$ cat config.mk
export PLATFORM = sky130hd
export DESIGN_NAME = apb_slave_regs
export DESIGN_NICKNAME = d
export VERILOG_FILES = /design/src/rtl/apb_slave_pkg.sv /design/src/rtl/apb_sat_counter.sv /design/src/rtl/apb_slave_regs.sv
export SDC_FILE = /design/constraint.sdc
export NUM_CORES = 1
export LEC_CHECK = 0
export CORE_ASPECT_RATIO = 1.2
export CORE_MARGIN = 8
export CORE_UTILIZATION = 39
export DETAILED_ROUTE_END_ITERATION = 10
export HOLD_SLACK_MARGIN = 0.1
export SYNTH_ARGS = -nofsm -noshare
export SYNTH_HDL_FRONTEND = slang
export SYNTH_HIERARCHICAL = 1
export SYNTH_SLANG_ARGS = --single-unit
$ cat constraint.sdc
create_clock -name apb_clk -period 2.4 [get_ports apb_clk]
set_input_delay 0.36 -clock apb_clk [delete_from_list [all_inputs] [get_ports apb_clk]]
set_output_delay 0.36 -clock apb_clk [all_outputs]
set_load 0.02 [all_outputs]
$ cat src/rtl/apb_slave_pkg.sv
// Shared constants and types for the APB register-bank completer.
// Register map, bus phases and CTRL field layout.
package apb_slave_pkg;

  localparam int A_CTRL    = 0;
  localparam int A_SCRATCH = 1;
  localparam int A_ID      = 2;
  localparam int A_ERRCNT  = 3;
  localparam int A_GEN0    = 4;

  localparam int CTRL_W_LSB  = 0;
  localparam int CTRL_W_BITS = 4;

  typedef enum logic [1:0] {
    IDLE,
    SETUP,
    ACCESS
  } state_e;

  // The ERR_CNT clear strobe lives in the CTRL MSB.
  function automatic int ctrl_clr_bit(input int dbits);
    return dbits - 1;
  endfunction

endpackage

$ cat src/rtl/apb_sat_counter.sv
// Saturating up-counter with synchronous clear.
// Clear wins over increment.
module apb_sat_counter #(
  parameter int W = 16
) (
  input  logic         i_clk,
  input  logic         i_rst_n,
  input  logic         i_inc,
  input  logic         i_clr,
  output logic [W-1:0] o_q
);

  logic [W-1:0] r_q;

  // Count up, hold at all-ones.
  always_ff @(posedge i_clk or negedge i_rst_n) begin
    if (!i_rst_n) begin
      r_q <= '0;
    end else if (i_clr) begin
      r_q <= '0;
    end else if (i_inc && (r_q != '1)) begin
      r_q <= r_q + 1'b1;
    end
  end

  assign o_q = r_q;

endmodule

$ cat src/rtl/apb_slave_regs.sv
// APB3 completer with a control/status register bank.
// Programmable wait states, error response and error counter.
module apb_slave_regs
  import apb_slave_pkg::*;
#(
  parameter int               DBITS  = 16,
  parameter int               ABITS  = 10,
  parameter int               NREG   = 8,
  parameter logic [DBITS-1:0] ID_VAL = DBITS'(16'hA5B0)
) (
  input  logic             apb_clk,
  input  logic             apb_rst_n,
  input  logic             apb_sel,
  input  logic             apb_enable,
  input  logic             apb_write,
  input  logic [ABITS-1:0] apb_addr,
  input  logic [DBITS-1:0] apb_wdata,
  output logic [DBITS-1:0] apb_rdata,
  output logic             apb_ready,
  output logic             apb_slverr,
  output logic [DBITS-1:0] reg_ctrl,
  output logic             err_pulse
);

  localparam int CLR = ctrl_clr_bit(DBITS);
  localparam logic [DBITS-1:0] CLR_MASK = ~(DBITS'(1) << CLR);
  localparam logic [ABITS:0] LIMIT = (ABITS+1)'(A_GEN0 + NREG);

  state_e r_state, w_phase, w_next;

  logic                   r_ready, r_slverr, r_err_pulse;
  logic [DBITS-1:0]       r_rdata, r_ctrl, r_scratch, r_wdata;
  logic [DBITS-1:0]       r_gen [NREG];
  logic [ABITS-1:0]       r_addr;
  logic                   r_write;
  logic [CTRL_W_BITS-1:0] r_cnt;

  logic [DBITS-1:0]       w_errcnt, w_rd;
  logic [ABITS-1:0]       w_a;
  logic                   w_wr, w_err, w_fire;
  logic                   w_done, w_commit, w_inc, w_clr;
  logic [CTRL_W_BITS-1:0] w_wait;

  // Bus phase seen this cycle; r_state only ever holds IDLE or ACCESS.
  always_comb begin
    w_phase = IDLE;
    if (apb_sel) begin
      if (r_state == ACCESS)
        w_phase = ACCESS;
      else if (!apb_enable)
        w_phase = SETUP;
    end
  end

  // Next state from the current phase.
  always_comb begin
    w_next = IDLE;
    unique case (w_phase)
      SETUP:   w_next = ACCESS;
      ACCESS:  w_next = r_ready ? IDLE : ACCESS;
      default: w_next = IDLE;
    endcase
  end

  assign w_wait = r_ctrl[CTRL_W_LSB +: CTRL_W_BITS];
  assign w_a    = (w_phase == SETUP) ? apb_addr  : r_addr;
  assign w_wr   = (w_phase == SETUP) ? apb_write : r_write;

  assign w_err = ({1'b0, w_a} >= LIMIT) ||
                 (w_wr && ((w_a == ABITS'(A_ID)) ||
                           (w_a == ABITS'(A_ERRCNT))));

  assign w_fire = ((w_phase == SETUP) && (w_wait == '0)) ||
                  ((w_phase == ACCESS) && !r_ready &&
                   (r_cnt == CTRL_W_BITS'(1)));

  assign w_done   = (w_phase == ACCESS) && r_ready;
  assign w_commit = w_done && r_write && !r_slverr;
  assign w_inc    = w_done && r_slverr;
  assign w_clr    = w_commit && (r_addr == ABITS'(A_CTRL)) &&
                    r_wdata[CLR];

  // Read mux; errored accesses and writes return zero.
  always_comb begin
    w_rd = '0;
    if (!w_err && !w_wr) begin
      unique case (1'b1)
        (w_a == ABITS'(A_CTRL)):    w_rd = r_ctrl;
        (w_a == ABITS'(A_SCRATCH)): w_rd = r_scratch;
        (w_a == ABITS'(A_ID)):      w_rd = ID_VAL;
        (w_a == ABITS'(A_ERRCNT)):  w_rd = w_errcnt;
        default: begin
          for (int i = 0; i < NREG; i++)
            if (w_a == ABITS'(A_GEN0 + i))
              w_rd = r_gen[i];
        end
      endcase
    end
  end

  // Handshake: phase state, wait counter and registered response.
  always_ff @(posedge apb_clk or negedge apb_rst_n) begin
    if (!apb_rst_n) begin
      r_state     <= IDLE;
      r_ready     <= 1'b0;
      r_slverr    <= 1'b0;
      r_rdata     <= '0;
      r_err_pulse <= 1'b0;
      r_addr      <= '0;
      r_write     <= 1'b0;
      r_wdata     <= '0;
      r_cnt       <= '0;
    end else begin
      r_state     <= w_next;
      r_ready     <= w_fire;
      r_slverr    <= w_fire && w_err;
      r_rdata     <= w_fire ? w_rd : '0;
      r_err_pulse <= w_inc;
      if (w_phase == SETUP) begin
        r_addr  <= apb_addr;
        r_write <= apb_write;
        r_wdata <= apb_wdata;
        r_cnt   <= w_wait;
      end else if ((w_phase == ACCESS) && !r_ready) begin
        r_cnt <= r_cnt - 1'b1;
      end
    end
  end

  // Register bank, written only on a clean completing edge.
  always_ff @(posedge apb_clk or negedge apb_rst_n) begin
    if (!apb_rst_n) begin
      r_ctrl    <= '0;
      r_scratch <= '0;
      for (int i = 0; i < NREG; i++)
        r_gen[i] <= '0;
    end else if (w_commit) begin
      if (r_addr == ABITS'(A_CTRL))
        r_ctrl <= r_wdata & CLR_MASK;
      if (r_addr == ABITS'(A_SCRATCH))
        r_scratch <= r_wdata;
      for (int i = 0; i < NREG; i++)
        if (r_addr == ABITS'(A_GEN0 + i))
          r_gen[i] <= r_wdata;
    end
  end

  apb_sat_counter #(
    .W(DBITS)
  ) u_errcnt (
    .i_clk   (apb_clk),
    .i_rst_n (apb_rst_n),
    .i_inc   (w_inc),
    .i_clr   (w_clr),
    .o_q     (w_errcnt)
  );

  assign apb_rdata  = r_rdata;
  assign apb_ready  = r_ready;
  assign apb_slverr = r_slverr;
  assign reg_ctrl   = r_ctrl;
  assign err_pulse  = r_err_pulse;

endmodule

# Word level (Yosys, flattened, before mapping)
# Cells that the tools add are included.
op_classes:
  n_addsub: 2
  n_lt_le_gt_ge: 1
  eq_ne: 25
  mux: 22
  n_reduce_logical: 35
ops:
  columns: ["operator", "count"]
  rows:
  - ["two-way mux 16 bit", 12]
  - ["equality test 10 x 3 -> 1 bit, second input constant", 8]
  - ["equality test 10 x 4 -> 1 bit, second input constant", 8]
  - ["one-hot mux 16 bit (4 select lines)", 1]
  - ["equality test 10 x 1 -> 1 bit, second input constant", 2]
  - ["equality test 10 x 2 -> 1 bit, second input constant", 2]
  - ["logical NOT 10 bit", 2]
  - ["AND reduction 2 bit", 10]
  - ["adder 16 x 1 -> 16 bit, second input constant", 1]
  - ["inequality test 16 bit, second input constant", 1]
  - ["logical AND 1 bit", 13]
  - ["greater-or-equal comparator 10 x 4 -> 1 bit, second input constant", 1]
  - ["two-way mux 10 bit", 1]
  - ["two-way mux 4 bit", 2]
  - ["two-way mux 2 bit", 3]
  - ["equality test 2 bit, second input constant", 2]
  - ["equality test 4 x 1 -> 1 bit, second input constant", 1]
  - ["logical NOT 1 bit", 4]
  - ["logical NOT 4 bit", 1]
  - ["one-hot mux 2 bit (2 select lines)", 1]
  - ["nonzero test 2 bit", 2]
  - ["subtractor 4 x 1 -> 4 bit, second input constant", 1]
  - ["logical OR 1 bit", 3]
  - ["equality test 2 x 1 -> 1 bit, second input constant", 1]
  - ["two-way mux 1 bit", 2]
word_totals:
  regBits: 227
  inputBits: 31
  out_inout_bits: 35

# Logic depth before layout (Yosys ltp)
# Gate-level depths: netlist of run 1.
depth:
  word_depth: 17
  depth_mapped: 10
  ltp_nobuf: 7

# Hierarchy
# Netlist of run 1, hierarchy kept.
by_module_without_submodules:
  columns: ["mod", "n_inst", "cells_per_inst", "area_each_um2", "seq_area_each_um2"]
  rows:
  - ["apb_slave_regs", 1, 841, 9900.7, 5255.0]
  - ["apb_sat_counter", 1, 98, 942.2, 400.4]

# Worst setup path after synthesis of run 1
# No wires, ideal clock.
synth_timing:
  path_kind: "reg-to-reg"
  startpoint: "reg r_addr[7]"
  endpoint: "reg u_errcnt.r_q[0] (netlist: u_errcnt/o_q[0])"
  t_arrival_ns: 2.463
  required_ns: 2.264
  path_slack_ns: -0.200
  stages_incl_launch_ff: 9
  n_path_buf: 3
  period_less_slack_ns: 2.600
  cell_sequence: "dfrtp_1 or4_4 nor4b_4 and2_1 buf_4 and3_1 clkbuf_1 clkbuf_1 a21oi_1"
synth_via:
  elab_chain_cells: 4
  elab_cells_between_ends: 5
  cone_classes: "1 x mux; 4 x reduce/logical"
synth_rtl:
  columns: ["element", "line", "rtl"]
  rows:
  - ["start: declaration", "apb_slave_regs.sv:34", "logic [ABITS-1:0] r_addr;"]
  - ["start signal: assignment", "apb_slave_regs.sv:120", "r_addr <= apb_addr;"]
  - ["logical NOT 10 bit *", "apb_slave_regs.sv:80", "assign w_clr = w_commit && (r_addr == ABITS'(A_CTRL)) &&"]
  - ["logical AND 1 bit * (2 in series)", "apb_slave_regs.sv:80", null]
  - ["named net w_clr", "apb_slave_regs.sv:41", "logic w_done, w_commit, w_inc, w_clr;"]
  - ["two-way mux 16 bit / nonzero test 2 bit (equally long branches)", null, null]
  - ["end signal: assignment", "apb_sat_counter.sv:22", "r_q <= r_q + 1'b1;"]
  - ["end: declaration", "apb_sat_counter.sv:13", "logic [W-1:0] r_q;"]
# Mark *: on every way through the listed nets, which the timed path passes. The rest lies on a longest branch.
# A chain may end at the register's enable or synchronous reset.

# Final worst setup path of run 1
layout_timing:
  startpoint: "reg r_addr[7]"
  endpoint: "reg r_gen[111] in the netlist's numbering"
layout_via:
  elab_chain_cells: 2
layout_rtl:
  columns: ["element", "line", "rtl"]
  rows:
  - ["equality test 10 x 3 -> 1 bit", "apb_slave_regs.sv:143", "if (r_addr == ABITS'(A_GEN0 + i))"]
  - ["AND reduction 2 bit (no source line)", null, null]
  - ["end signal: indexed assignment", "apb_slave_regs.sv:144", "r_gen[i] <= r_wdata;"]
  - ["end: declaration", "apb_slave_regs.sv:33", "logic [DBITS-1:0] r_gen [NREG];"]
# Every way passes these cells.

==> results of run 1 <==
registers in the layout, summed over array words and instances (netlist names):
register	flops
r_addr	10
apb_slverr	1
apb_rdata	16
r_cnt	4
apb_ready	1
reg_ctrl	15
r_gen	128
r_scratch	16
err_pulse	1
r_write	1
r_wdata	16
r_state	1
u_errcnt/o_q	16
report_power, final:
part	internal [mW]	leakage [nW]	switching [mW]	total [mW]
Clock	2.26	0.406	1.59	3.85
Sequential	3.95	3.10	0.320	4.27
Combinational	0.641	3.15	0.767	1.41
timing repair:
action | in CTS | in global routing
pin swaps | 2 | 6
hold endpoints to repair | 51 | 0
hold buffers | 1 | 0
endpoints found under the setup margin | 84 | 166
buffers inserted | 1 | 0
cloned | 1 | 5
gates resized for setup | 13 | 34
cell families after synthesis:
family,synth area share [%]
adder cells (fa/ha/maj),0.346
AND/OR/NAND/NOR,12.6
multiplexers,21.0
buffers and inverters,3.46
other,0.0346
flip-flops,52.2
AO/OA/AOI/OAI,10.3
XOR/XNOR,0.0808
layout make-up:
| class | instances | share of cell area [%] |
|---|---|---|
| clock buffers | 32 | 5.01 |
| clock inverters | 13 | 0.950 |
| inverters | 11 | 0.299 |
| multi-input cells | 637 | 36.5 |
| flip-flops and latches | 226 | 40.9 |
| well taps | 345 | 3.12 |
| repair buffers | 170 | 13.2 |
layout by cell type (no fill, tap or decap), types with 8 or more instances in the layout:
cell             count
dfrtp_1            226
mux2_2             138
nand2_1            130
buf_4               74
clkdlybuf4s50_1     63
o21ai_0             43
mux2_4              41
nor2_1              36
a21oi_1             30
clkbuf_16           28
buf_12              23
o22ai_1             18
o21ai_1             17
mux2i_1             12
a2bb2oi_1           12
a32o_1              12
inv_1               11
nand4_1             10
nand3_1              8
o31ai_1              8
nand2_8              8
metal layers:
metal	wire length, um	share of wire [%]	vias up
met4	784	2.5	0
li1	-	-	3658
met2	15500	49	203
met3	1400	4.5	49
met5	0	0	-
met1	13600	44	4074
critical path, stage by stage (launching register included):
cell and delay [ns]:
dfrtp_1 0.38, or4_4 0.56, buf_6 0.14, nor4b_4 0.32
and2b_4 0.34, nand2_8 0.18, mux2_4 0.38
worst max path at each step:
stage	startpoint	end	cells past startpoint
after floorplan	r_addr[7]	u_errcnt/o_q[11]	8
after global placement	apb_sel	apb_rdata[14]	9
after detailed placement	apb_sel	apb_rdata[14]	9
after CTS	r_addr[7]	r_gen[32]	6
after global routing	r_addr[7]	r_gen[111]	6
final	r_addr[7]	r_gen[111]	6
metrics by stage:
step                      cells  setup slack, ns  hold slack [ns]  TNS (ns)  util (%)
final                      1434          -0.0205            0.358    -0.210      50.0
after global routing       1434          -0.0897            0.370     -5.27      50.0
after CTS                  1430          -0.0560            0.343     -3.02      49.1
after detailed placement   1382           -0.527            0.332    -23.64      45.8
after global placement     1382           -0.488            0.333    -21.32      45.8
after floorplan             939          0.00712           0.0644         0         -
==> reports/metrics.yaml, run 1 <==
run_status:
  status: "finished with violations"
  violations: "negative setup slack"
synth:
  syn_inst: 939
  synth.top_cells.by_area: "dfrtp_1, mux2_2, mux2_4, nand2_1, o21ai_0"
  async_flop_share_pct: 100
  synthTopCellsByCount: "dfrtp_1, mux2_2, nand2_1, o21ai_0, clkbuf_1"
  synth-warning-count: 6
  ys_ff_latch: 226
  synth_area_leader_cell: "dfrtp_1"
  synth-seq-area-share_pct: 52.2
  synth_edf_count: 0
  synthFlopType: "dfrtp_1"
  syn_nets: 973
  synth_cell_types: 69
  avgSynthCellArea_um2: 11.5
  yosys.area.top_type_share_pct: 52.2
  synth_area_um2: 10800
  yosysMostFrequentCell: "dfrtp_1"
placement:
  io_buffers: 64
  place_congestion: 0.842
  dp_hpwl_um: 20700
  postPlaceCellArea_um2: 12700
grt:
  grtUsageMet3_pct: 2.80
  grt_overflow: 0
  grt_pass1_vias: 8247
  grt_first_pass_wirelength_um: 47800
  track_usage_pct: 18.2
  grt_max_degree: 70
  use_met1_pct: 23.5
  use_met2_pct: 31.1
  antenna_found_initial: 0
  busiest_layer: "met2"
power_and_ir_drop:
  power_leakage_nw: 6.66
  power_mw: 9.52
  irDropWorstVdd_v: 0.000377
  power_density_nw_per_um2: 689
worst_setup_path:
  r2r_slack_ns: -0.02
  reg2reg_from: "r_addr[7]"
  cp_max_fo: 16
  reg2regPathDepth: 6
  cp.required_ns: 2.80
  reg2reg_to: "r_gen[111]"
  cp-start-kind: "flip-flop"
  arrival_ns: 2.82
  crit_type: "reg -> reg"
  cp-end-kind: "flip-flop"
drt:
  drtIter0Drc: 662
  vias: 7984
  route.detailed.drc: 0
  postRouteWirelength_um: 31300
  drt_pass1_iterations: 5
  wl_per_cell_um: 21.8
  ant_nets: 0
  vias_per_cell: 5.57
sta:
  setup_violations: 24
  slew_violations: 0
  period_minus_slack_ns: 2.42
  max_slew.worst_pin.slew_ns: 0.881
  finClkSkew_ns: 0.0274
  layout_setup_ws_ns: -0.0205
  fmax_mhz: 413
  fin_crit_sh_pct: 101
  rsz0062_at_grt: "true"
  slew_headroom_pct: 41.2
  hold_viol: 0
finish:
  fill_cells: 2438
  diodes: 0
  stdcell_area_um2: 13800
  ff_latch_area_um2: 5660
  multi_input_area_um2: 5050
  num-nets-final: 1105
  synthToLayoutAreaGrowth_pct: 27.5
  drive_gt1_share_pct: 34.5
clock_tree:
  clkTransAtPathRegs_ns: 0.06
  cts_root_buffer: "clkbuf_16"
  cts_sinks: 226
  htreeDepth: 1
  cts_buffers: 25
  cts.path.max_buffers: 3
  clk_latency_ns: 0.54
  cts_tree: "yes"
floorplanning:
  dieArea_um2: 33400
  fp.dieH_um: 199
  num_rows: 67
  ios: 66
  die_x_um: 168
  coreArea_um2: 27700
  start_util_pct: 39.2
min_path:
  hp-class: "in -> reg"
  hold_depth: 3
  hold_end: "r_wdata[5]"
  min_from: "apb_wdata[5]"
job:
  cap_viol_max_count: 0
Note: power is estimated with default switching activity, not from simulation.
==> run 2, diff against run 1 <==
CAP_MARGIN = 20   (was default)
PLACE_DENSITY = 0.59   (was default)
==> reports/metrics.yaml, run 2 (same netlist as run 1, synthesis figures left out) <==
run_status:
  violations: "negative setup slack"
  status: "finished with violations"
drt:
  vias_per_cell: 5.51  # -0.95%
  wl_per_cell_um: 21.9  # +0.48%
  vias: 7947  # -0.46%
  drt_pass1_iterations: 5  # unchanged
  drtIter0Drc: 538  # -19%
  route.detailed.drc: 0  # unchanged
  postRouteWirelength_um: 31600  # +0.97%
  ant_nets: 0  # unchanged
finish:
  drive_gt1_share_pct: 35.9  # +1.4 points
  stdcell_area_um2: 13800  # about the same
  largest_register: "r_gen"
  final_cell_mix: "dfrtp_1, mux2_2, nand2_1"
  largest_register_ffs: 128  # unchanged
  diodes: 0  # unchanged
  synthToLayoutAreaGrowth_pct: 27.5  # about the same
  final_util_pct: 50.0  # about the same
  final_common_cell: "dfrtp_1"
  num-nets-final: 1114  # +0.81%
grt:
  grt_overflow: 0  # unchanged
  antenna_found_initial: 0  # unchanged
  busiest_layer: "met2"
  grt_first_pass_wirelength_um: 47900  # +0.29%
  use_met1_pct: 24.6  # +1.1 points
  grt_max_degree: 62  # -11%
  grtUsageMet3_pct: 2.22  # -0.58 points
  use_met2_pct: 31.0  # -0.090 points
  track_usage_pct: 18.3  # +0.076 points
  grt_pass1_vias: 8070  # -2.1%
worst_setup_path:
  cp-end-kind: "flip-flop"
  arrival_ns: 2.85  # +0.03 ns
  cp-start-kind: "flip-flop"
  cp.required_ns: 2.80  # about the same
  cp_max_fo: 6  # -10
  crit_type: "reg -> reg"
clock_tree:
  cts_sinks: 226  # unchanged
  cts_tree: "yes"
  cts_buffers: 24  # -4.0%
  cts.path.max_buffers: 3  # unchanged
  clkTransAtPathRegs_ns: 0.06  # about the same
  htreeDepth: 1  # unchanged
  clk_latency_ns: 0.53  # about the same
  cts_root_buffer: "clkbuf_16"
power_and_ir_drop:
  clkPwrFrac_pct: 39.2  # -1.2 points
  power_leakage_nw: 6.67  # about the same
  power_density_nw_per_um2: 676  # -1.9%
  pwr-share-comb_pct: 15.3  # +0.5 points
  irDropWorstVdd_v: 0.000478  # +27%
  swShare_pct: 28.0  # -0.12 points
  p_int_mw: 6.73  # -1.6%
  sequentialPowerShare_pct: 45.5  # +0.7 points
  switching_power_mw: 2.62  # -2.2%
floorplanning:
  fp.dieH_um: 199  # unchanged
  dieArea_um2: 33400  # unchanged
  num_rows: 67  # unchanged
  start_util_pct: 39.2  # unchanged
  ios: 66  # unchanged
  coreArea_um2: 27700  # unchanged
  die_x_um: 168  # unchanged
placement:
  io_buffers: 64  # unchanged
  place_congestion: 0.814  # -3.4%
  dp_hpwl_um: 20900  # +1.4%
  postPlaceCellArea_um2: 12700  # +0.30%
  post-place-ws_ns: -0.470  # +0.0569 ns
sta:
  hold_viol: 0  # unchanged
  max_slew.worst_pin.slew_ns: 0.718  # -0.164 ns
  timing.setup.tns_ns: -0.554  # -0.345 ns
  fmax_mhz: 408  # -1.3%
  slew_violations: 0  # unchanged
  slew_headroom_pct: 52.1  # +11 points
  period_minus_slack_ns: 2.45  # +0.0308 ns
  rsz0062_at_grt: "true"
  holdWs_ns: 0.357  # -0.00151 ns
  layout_setup_ws_ns: -0.0513  # -0.0308 ns
  fin_crit_sh_pct: 102  # +1.3 points
  setup_violations: 25  # +4.2%
  finClkSkew_ns: 0.0260  # -0.00145 ns
min_path:
  hp-class: "in -> reg"
job:
  cap_viol_max_count: 0  # unchanged
run 2: cell types whose count changed in the layout (fill, tap and decap cells not counted), sizes merged:
| cell | before | now |
|---|---|---|
| buf | 103 | 115 |
| clkinvlp | 2 | 1 |
| and3 | 4 | 5 |
| clkbuf | 35 | 36 |
| clkinv | 7 | 4 |
| inv | 13 | 11 |
| nand2 | 139 | 138 |
run 2: metal layers:
metal / vias up / wire length, um
li1: 3668 / -
met1: 4054 / 14000
met4: 0 / 746
met2: 175 / 15400
met5: - / 0
met3: 50 / 1400
run 2: repair_timing:
action	4_1_cts	5_1_grt
buffers inserted	0	3
gates cloned	0	4
hold endpoints to repair	55	0
setup endpoints to repair	46	123
resized for setup	11	58
pin swaps	0	32
hold buffers	1	0
run 2: final cells by class:
type	instances	area [um^2]
multi-input combinational	637	5140
clock buffer	35	662
sequential	226	5660
fill	2484	13800
tap	345	432
clock inverter	7	103
timing repair buffer	180	1800
inverter	11	41.3
run 2: final timing paths:
check	startpoint	endpoint	slack, ns	cells after the start
setup reg to reg	r_addr[4]	apb_rdata[0]	-0.05	7
max in group asynchronous	apb_rst_n	reg_ctrl[1]	1.32	3
hold / removal	apb_wdata[5]	r_wdata[5]	0.36	3
hold reg to reg	r_gen[113]	r_gen[113]	0.50	1
min in group asynchronous	apb_rst_n	r_gen[49]	0.39	2
setup / recovery	r_addr[4]	apb_rdata[0]	-0.05	7
run 2: worst max-delay path, cell delays in order, from the launching register on:
cell and delay [ns]:
dfrtp_1 0.38, or4_4 0.56, or4_4 0.57, a21o_4 0.27, buf_12 0.16, nor2_4 0.09, o21ai_2 0.05, a32o_1 0.26
run 2: power groups by stage:
stage	clock network [mW]	logic (mW)	registers, mW
floorplan	0	0.749	4.10
global placement	0	1.35	4.31
detailed placement	0	1.36	4.31
CTS	3.74	1.38	4.24
global route	3.90	1.56	4.28
finish	3.66	1.43	4.25
run 2: per-stage QoR:
step           std cells  total power, mW
2_1_floorplan        939             4.85
3_3_place_gp        1392             5.66
3_5_place_dp        1392             5.67
4_1_cts             1434             9.36
5_1_grt             1441             9.74
6_report            1441             9.35
